[src/rtl/npu_pkg.sv]
// -----------------------------------------------------------------------------
// npu_pkg
//
// Purpose : Shared definitions for the thermometer expander and its
//           surroundings. Holds the word geometry, the expander state
//           encoding, and the count-to-mask function.
//
// Contents:
//   N_BITS   - thermometer width and serial beats per count (11)
//   CW       - count width (4). 2**CW must exceed N_BITS.
//   SAT_MAX  - N_BITS as a CW-bit value, the saturation ceiling
//   LAST_IDX - index of the final serial beat of a word
//   state_t  - expander state {IDLE, SEND}
//   thermo() - N_BITS-wide mask with the low 'sat' bits set
// -----------------------------------------------------------------------------
package npu_pkg;

   localparam int N_BITS = 11;
   localparam int CW     = 4;

   localparam logic [CW-1:0] SAT_MAX  = CW'(N_BITS);
   localparam logic [CW-1:0] LAST_IDX = CW'(N_BITS - 1);

   typedef enum logic {
      IDLE = 1'b0,
      SEND = 1'b1
   } state_t;

   // Built bit by bit instead of as (1 << sat) - 1. That way sat == N_BITS
   // yields all ones without an N_BITS+1 wide intermediate.
   function automatic logic [N_BITS-1:0] thermo(input logic [CW-1:0] sat);
      logic [N_BITS-1:0] mask;
      mask = '0;
      for (int i = 0; i < N_BITS; i++) begin
         mask[i] = (i < int'(sat));
      end
      return mask;
   endfunction

endpackage : npu_pkg

[src/rtl/thermo_expander_11_count_saturator.sv]
// -----------------------------------------------------------------------------
// count_saturator
//
// Purpose : Clamps an incoming population count to the thermometer width.
//           It also flags counts that had to be clamped. Purely combinational.
//
// Ports:
//   cnt_in - raw count, CW bits (0..2**CW-1)
//   sat    - min(cnt_in, N_BITS)
//   over   - high when cnt_in > N_BITS
// -----------------------------------------------------------------------------
module count_saturator
   import npu_pkg::*;
(
   input  logic [CW-1:0] cnt_in,
   output logic [CW-1:0] sat,
   output logic          over
);

   assign over = (cnt_in > SAT_MAX);
   assign sat  = over ? SAT_MAX : cnt_in;

endmodule : count_saturator

[src/rtl/thermo_expander_11.sv]
// -----------------------------------------------------------------------------
// thermo_expander_11
//
// Purpose : Inverse of the 11-to-4 compression adder. It accepts a 4-bit
//           population count and expands it into an 11-bit thermometer word
//           with the ones in the low positions. The word is presented in
//           parallel and is also streamed LSB first, one bit per handshake
//           beat. A count on the last beat of a word is taken in the same
//           cycle, so the stream has no bubble.
//
// Ports:
//   clk        - rising-edge clock
//   rst        - asynchronous active-high reset
//   cnt_valid  - count offered upstream
//   cnt_ready  - block can take a count this cycle
//   cnt_in     - count value (CW bits)
//   bit_valid  - serial bit offered downstream
//   bit_ready  - downstream takes the serial bit
//   bit_out    - current thermometer bit
//   bit_last   - marks the final beat (idx == N_BITS-1) of a word
//   therm_out  - parallel thermometer of the word in flight, 0 when idle
//   sat_err    - one-cycle pulse after accepting a count above N_BITS
// -----------------------------------------------------------------------------
module thermo_expander_11
   import npu_pkg::*;
(
   input  logic              clk,
   input  logic              rst,
   input  logic              cnt_valid,
   output logic              cnt_ready,
   input  logic [CW-1:0]     cnt_in,
   output logic              bit_valid,
   input  logic              bit_ready,
   output logic              bit_out,
   output logic              bit_last,
   output logic [N_BITS-1:0] therm_out,
   output logic              sat_err
);

   state_t              state;
   logic [CW-1:0]       idx;
   logic [N_BITS-1:0]   therm_q;
   logic                sat_err_q;

   logic [CW-1:0]       sat;
   logic                over;
   logic                last_beat;
   logic                accept;

   count_saturator u_sat (
      .cnt_in (cnt_in),
      .sat    (sat),
      .over   (over)
   );

   // ---------------------------------------------------------------------------
   // Output decode. bit_out and bit_last depend only on registered state and
   // idx, so downstream never sees a path from bit_ready to them.
   // ---------------------------------------------------------------------------
   always_comb begin
      // NOTE: every signal gets a default at the top of the block, so no
      // path through it can leave a value unassigned and infer a latch.
      bit_valid = 1'b0;
      bit_last  = 1'b0;
      bit_out   = 1'b0;
      if (state == SEND) begin
         bit_valid = 1'b1;
         bit_last  = (idx == LAST_IDX);
         bit_out   = therm_q[idx];
      end
   end

   // The only input-to-output combinational path is bit_ready -> cnt_ready.
   // This path lets a new count load on the closing beat of the current word.
   assign last_beat = bit_last & bit_ready;
   assign cnt_ready = (state == IDLE) | last_beat;
   assign accept    = cnt_valid & cnt_ready;

   assign therm_out = therm_q;
   assign sat_err   = sat_err_q;

   // ---------------------------------------------------------------------------
   // FSM, beat index and mask register. idx is cleared explicitly on every
   // load and at the end of a word. It never counts past LAST_IDX.
   // ---------------------------------------------------------------------------
   always_ff @(posedge clk or posedge rst) begin
      // NOTE: sequential state uses non-blocking assignments only. All
      // registers then update together from values sampled before the edge.
      if (rst) begin
         state     <= IDLE;
         idx       <= '0;
         therm_q   <= '0;
         sat_err_q <= 1'b0;
      end else begin
         sat_err_q <= 1'b0;
         if (accept) begin
            // Covers both a load from IDLE and a back-to-back load on the
            // last beat of a word.
            state     <= SEND;
            idx       <= '0;
            therm_q   <= thermo(sat);
            sat_err_q <= over;
         end else if ((state == SEND) && bit_ready) begin
            if (idx == LAST_IDX) begin
               state   <= IDLE;
               idx     <= '0;
               therm_q <= '0;
            end else begin
               idx <= idx + CW'(1);
            end
         end
      end
   end

endmodule : thermo_expander_11

[config.mk]
export PLATFORM = sky130hd
export DESIGN_NAME = thermo_expander_11
export DESIGN_NICKNAME = d
export VERILOG_FILES = /design/src/rtl/npu_pkg.sv /design/src/rtl/thermo_expander_11_count_saturator.sv /design/src/rtl/thermo_expander_11.sv
export SDC_FILE = /design/constraint.sdc
export NUM_CORES = 1
export LEC_CHECK = 0
export ABC_AREA = 1
export CORE_ASPECT_RATIO = 2
export CORE_MARGIN = 1
export CORE_UTILIZATION = 35
export DETAILED_ROUTE_END_ITERATION = 16
export SKIP_CTS_REPAIR_TIMING = 1
export SKIP_LAST_GASP = 1
export SLEW_MARGIN = 20
export SYNTH_ARGS = -nofsm -noshare
export SYNTH_HDL_FRONTEND = slang
export SYNTH_SLANG_ARGS = --single-unit
export TNS_END_PERCENT = 20
[constraint.sdc]
create_clock -name clk -period 1.9 [get_ports clk]
set_input_delay 0.475 -clock clk [delete_from_list [all_inputs] [get_ports clk]]
set_output_delay 0.475 -clock clk [all_outputs]
set_load 0.005 [all_outputs]
Yosys cells after proc, flatten, opt, wreduce, memory -nomap -nowiden
Cells that the tools add are included.
{ "classes": {"addsub": 1, "n_reduce_logical": 4, "bitwise_logic": 4, "n_mux": 16, "eq_ne": 1, "n_lt_le_gt_ge": 13} }
{ "ops": {"columns": ["operator", "n"], "rows": [
  ["$mux 11", 3],
  ["$lt 3x4->1 const A", 4],
  ["$mux 4", 4],
  ["$lt 4x4->1 const A", 3],
  ["$lt 1x4->1 const A", 2],
  ["$lt 2x4->1 const A", 2],
  ["$mux 1", 8],
  ["$lt 4x5->1 const B", 1],
  ["$add 4x1->4 const B", 1],
  ["$bmux 1 s4", 1],
  ["$eq 4x4->1 const B", 1],
  ["$gt 4x4->1 const B", 1],
  ["$reduce_bool 2->1", 2],
  ["$and 1x1->1", 2],
  ["$reduce_and 2->1", 1],
  ["$logic_and 1x1->1", 1],
  ["$not 1->1", 1],
  ["$or 1x1->1", 1]
]} }
{ "totals": {"ff_bits": 17, "wordCells": 43, "output_inout_bits": 16, "in_bits": 8} }

Depth between registers and ports, before layout
{ "depth": {"depth_word": 7, "ltp_mapped": 8, "depth_no_buf": 8} }

Hierarchy
A second synthesis with hierarchy kept.
{ "unflattened": {"hier_cells": 121, "area_unflattened_um2": 974.7} }
{ "modules_own_cells": {"columns": ["module", "cells_each", "area_per_inst_um2", "n_inst"], "rows": [
  ["thermo_expander_11", 112, 938.4, 1],
  ["count_saturator", 9, 36.3, 1]
]} }

Least setup slack after synthesis
OpenSTA, ideal clock, no wires.
{ "synth_path": {"path_type": "reg2out", "startpoint": "reg idx[0]", "endpoint": "out cnt_ready", "required_ns": 1.425, "path_slack_ns": 0.483, "path_stages_with_launch": 5, "arrival_ns": 0.942, "cell_sequence": "dfrtp_1 -> inv_2 -> ha_1 -> nand3_2 -> nand2_2"} }
{ "synth_between": {"elab_chain_len": 4} }
{ "synth_rtl": {"columns": ["item", "line_no", "source"], "rows": [
  ["start, declared", "thermo_expander_11.sv:41", "logic [CW-1:0] idx;"],
  ["start signal, assigned", "thermo_expander_11.sv:109", "idx <= idx + CW'(1);"],
  ["$eq 4x4->1", "thermo_expander_11.sv:68", "bit_last = (idx == LAST_IDX);"],
  ["$mux 1", "thermo_expander_11.sv:66", "if (state == SEND) begin"],
  ["$and 1x1->1", "thermo_expander_11.sv:75", "assign last_beat = bit_last & bit_ready;"],
  ["$or 1x1->1", "thermo_expander_11.sv:76", "assign cnt_ready = (state == IDLE) | last_beat;"],
  ["end, declared", "thermo_expander_11.sv:30", "output logic cnt_ready,"]
]} }
No other way between the ends.

Final worst setup path
{ "layout_path": {"startpoint": "reg idx[0]", "endpoint": "out bit_last"} }
{ "layout_between": {"elab_chain_len": 2} }
{ "layout_rtl": {"columns": ["item", "line_no", "source"], "rows": [
  ["$eq 4x4->1", "thermo_expander_11.sv:68", null],
  ["$mux 1", "thermo_expander_11.sv:66", null],
  ["end, declared", "thermo_expander_11.sv:35", "output logic bit_last,"]
]} }
No other way between the ends.

==> impl_metrics.py <==
metrics = {
    "worst_hold_path": {
        "min_path_type": "input pin to async pin",
    },
    "layout": {
        "antenna_cells": 0,
        "fin_nets": 166,
        "finalInstanceArea_mm2": 0.001320,
        "syn2layout_area_growth_pct": 44.52,
        "postLayoutCoreUtil": 0.5481,
        "layout.cells.non_filler": 182,
        "drive_above_1_share": 0.1677,
    },
    "floorplan": {
        "die_h_um": 74.25,
        "rows": 25,
        "start_util": 0.3792,
        "die_w_um": 38.12,
        "die_area_mm2": 0.002830,
        "io_pins": 24,
        "core_area_mm2": 0.002409,
    },
    "power": {
        "p_leak_uw": 0.0006878,
        "peakVddDrop_uv": 674.0,
        "p_per_area_mw_per_mm2": 1507,
    },
    "synth": {
        "synth_area_um2": 913.4,
        "synth-edff-count": 0,
        "syn_inst": 116,
        "yosys.area.top_type": "dfrtp_1",
        "synth_flop_cell": "dfrtp_1",
        "ys_seq_area_frac": 0.4658,
        "syn-mean-instance-area_um2": 7.874,
        "synth_top_area_share": 0.4658,
        "yosysMostFrequentCell": "nand2_1",
        "synth_seq_cells": 17,
        "synth_commonest_cells": "nand2_1, inv_1, dfrtp_1",
        "synth_area_leaders": "dfrtp_1, nand2_1, nand3_1",
        "yosysUniqueCellTypes": 21,
        "synth_nets": 126,
        "synth-async-reset-ratio": 1.000,
        "ys_warn_count": 0,
    },
    "clock_tree": {
        "cts_tree": "done",
        "clock_sinks": 17,
        "cts_buffers": 3,
        "clk_pin_slew_ns": 0.06,
        "clock_path_buffers": 2,
        "clk_latency_ns": 0.25,
        "cts_root_buffer": "clkbuf_8",
        "htree_levels": 1,
    },
    "timing": {
        "setup_viol": 1,
        "worstMarginPinSlew_ns": 0.3771,
        "hold_viol_final": 0,
        "period_minus_slack_ns": 2.118,
        "rsz0062_at_grt": "yes",
        "slew_viol_final": 0,
        "fmax_mhz": 472.2,
        "setup_ws_ns": -0.2179,
        "finalClockSkew_ns": 0.0008143,
        "period_share": 1.115,
        "slew_headroom": 0.7480,
        "fin_hold_ws_ns": 0.5410,
    },
    "detailed_routing": {
        "routed-wl-met2_um": 1310,
        "drc": 0,
        "wire_per_inst_um": 12.45,
        "firstDrtPassIters": 4,
        "wl_met1_um": 883,
        "top_layer_used": "met4",
        "vias": 878,
        "antenna_left": 0,
        "wl_um": 2265,
        "avgViaCountPerCell": 4.824,
        "route.met3.wl_um": 49,
        "drt_first_iter_violations": 22,
    },
    "critical_path": {
        "startpoint_type": "flip-flop",
        "endpoint_kind": "output port",
        "r2r_start": "idx[1]",
        "startpoint": "idx[0]",
        "setup.worst_path.class": "flip-flop to output port",
        "critPathRequiredTime_ns": 1.42,
        "cp_max_fo": 8,
        "arrival_ns": 1.64,
    },
    "global_routing": {
        "grt_overflow_total": 0,
        "globalRouteTotalUtil": 0.1876,
        "grt_max_degree": 18,
        "grt_pass1_vias": 879,
        "grt_pass1_wl_um": 3691,
        "antenna_found_initial": 0,
    },
    "job": {
        "cap_violations": 0,
    },
    "placed_design": {
        "detailed_place_hpwl_um": 1824,
        "placed_area_mm2": 0.001270,
        "finalWeightedCongestion": 0.7754,
        "port-buffer-count": 23,
        "dpl.cell_count": 178,
        "place_ws_ns": -0.3035,
    },
    "outcome": {
        "violations": "negative setup slack",
        "status": "finished, violations left",
    },
}
-- critical path, cell delays in order, from the launching register on --
cell	delay, ns
dfrtp_1	0.40
inv_2	0.14
ha_1	0.20
nand2_1	0.08
nor2_1	0.08
clkdlybuf4s50_1	0.49
-- sequential cells by signal, indices dropped and copies added (netlist names) --
name	cells
therm_out	11
idx	4
state	1
sat_err	1
-- logic make-up after synthesis --
logic type                 Yosys count  share of synthesized area
and+or+nand+nor                     48                     0.2466
AOI/OAI and AO/OA                   26                     0.1548
buffers and inverters               23                     0.1055
DFF                                 17                     0.4658
adders and majority gates            2                    0.02739
-- layout by cell type, fill, tap and decap left out, drive strengths merged, types with 4 or more instances in the layout --
cell type      instances
inv                   21
clkdlybuf4s50         21
nor2                   7
nand3                 15
clkbuf                 4
buf                   14
dfrtp                 17
a21oi                  6
o21ai                 16
nand2                 25
-- final timing paths --
path | end | slack [ns] | cells after the start
worst max-delay path | bit_last | -0.22 | 5
worst min-delay path | idx[2] | 0.54 | 3
worst max register to register | therm_out[8] | 0.39 | 9
worst min register to register | therm_out[10] | 0.56 | 2
max in group asynchronous | state | 1.17 | 3
min in group clk | therm_out[10] | 0.56 | 2
-- area by class of cell --
type | count | area (um2)
Sequential cell | 17 | 425.4
Clock buffer | 4 | 45.04
Tap cell | 27 | 33.78
Multi-Input combinational cell | 76 | 391.6
Inverter | 21 | 83.83
Fill cell | 236 | 1089
Timing Repair Buffer | 37 | 340.3
-- power breakdown --
group	total [uW]	switching (uW)	internal, uW
Sequential	637	110	527
Clock	268	119	149
Combinational	1080	503	582
-- through the flow --
stage	total power, uW	TNS [ns]
floorplan	1137	0
global placement	1738	-0.3464
detailed placement	1747	-0.3673
CTS	2018	-0.8692
global route	2161	-0.4018
finish	1990	-0.2179
-- layer usage --
layer / track usage / vias up
met3: 0.01791 / 2
met5: 0 / -
met4: 0.08333 / 0
met2: 0.3446 / 18
li1: - / 456
met1: 0.2047 / 402
(Power assumes the default switching activity.)
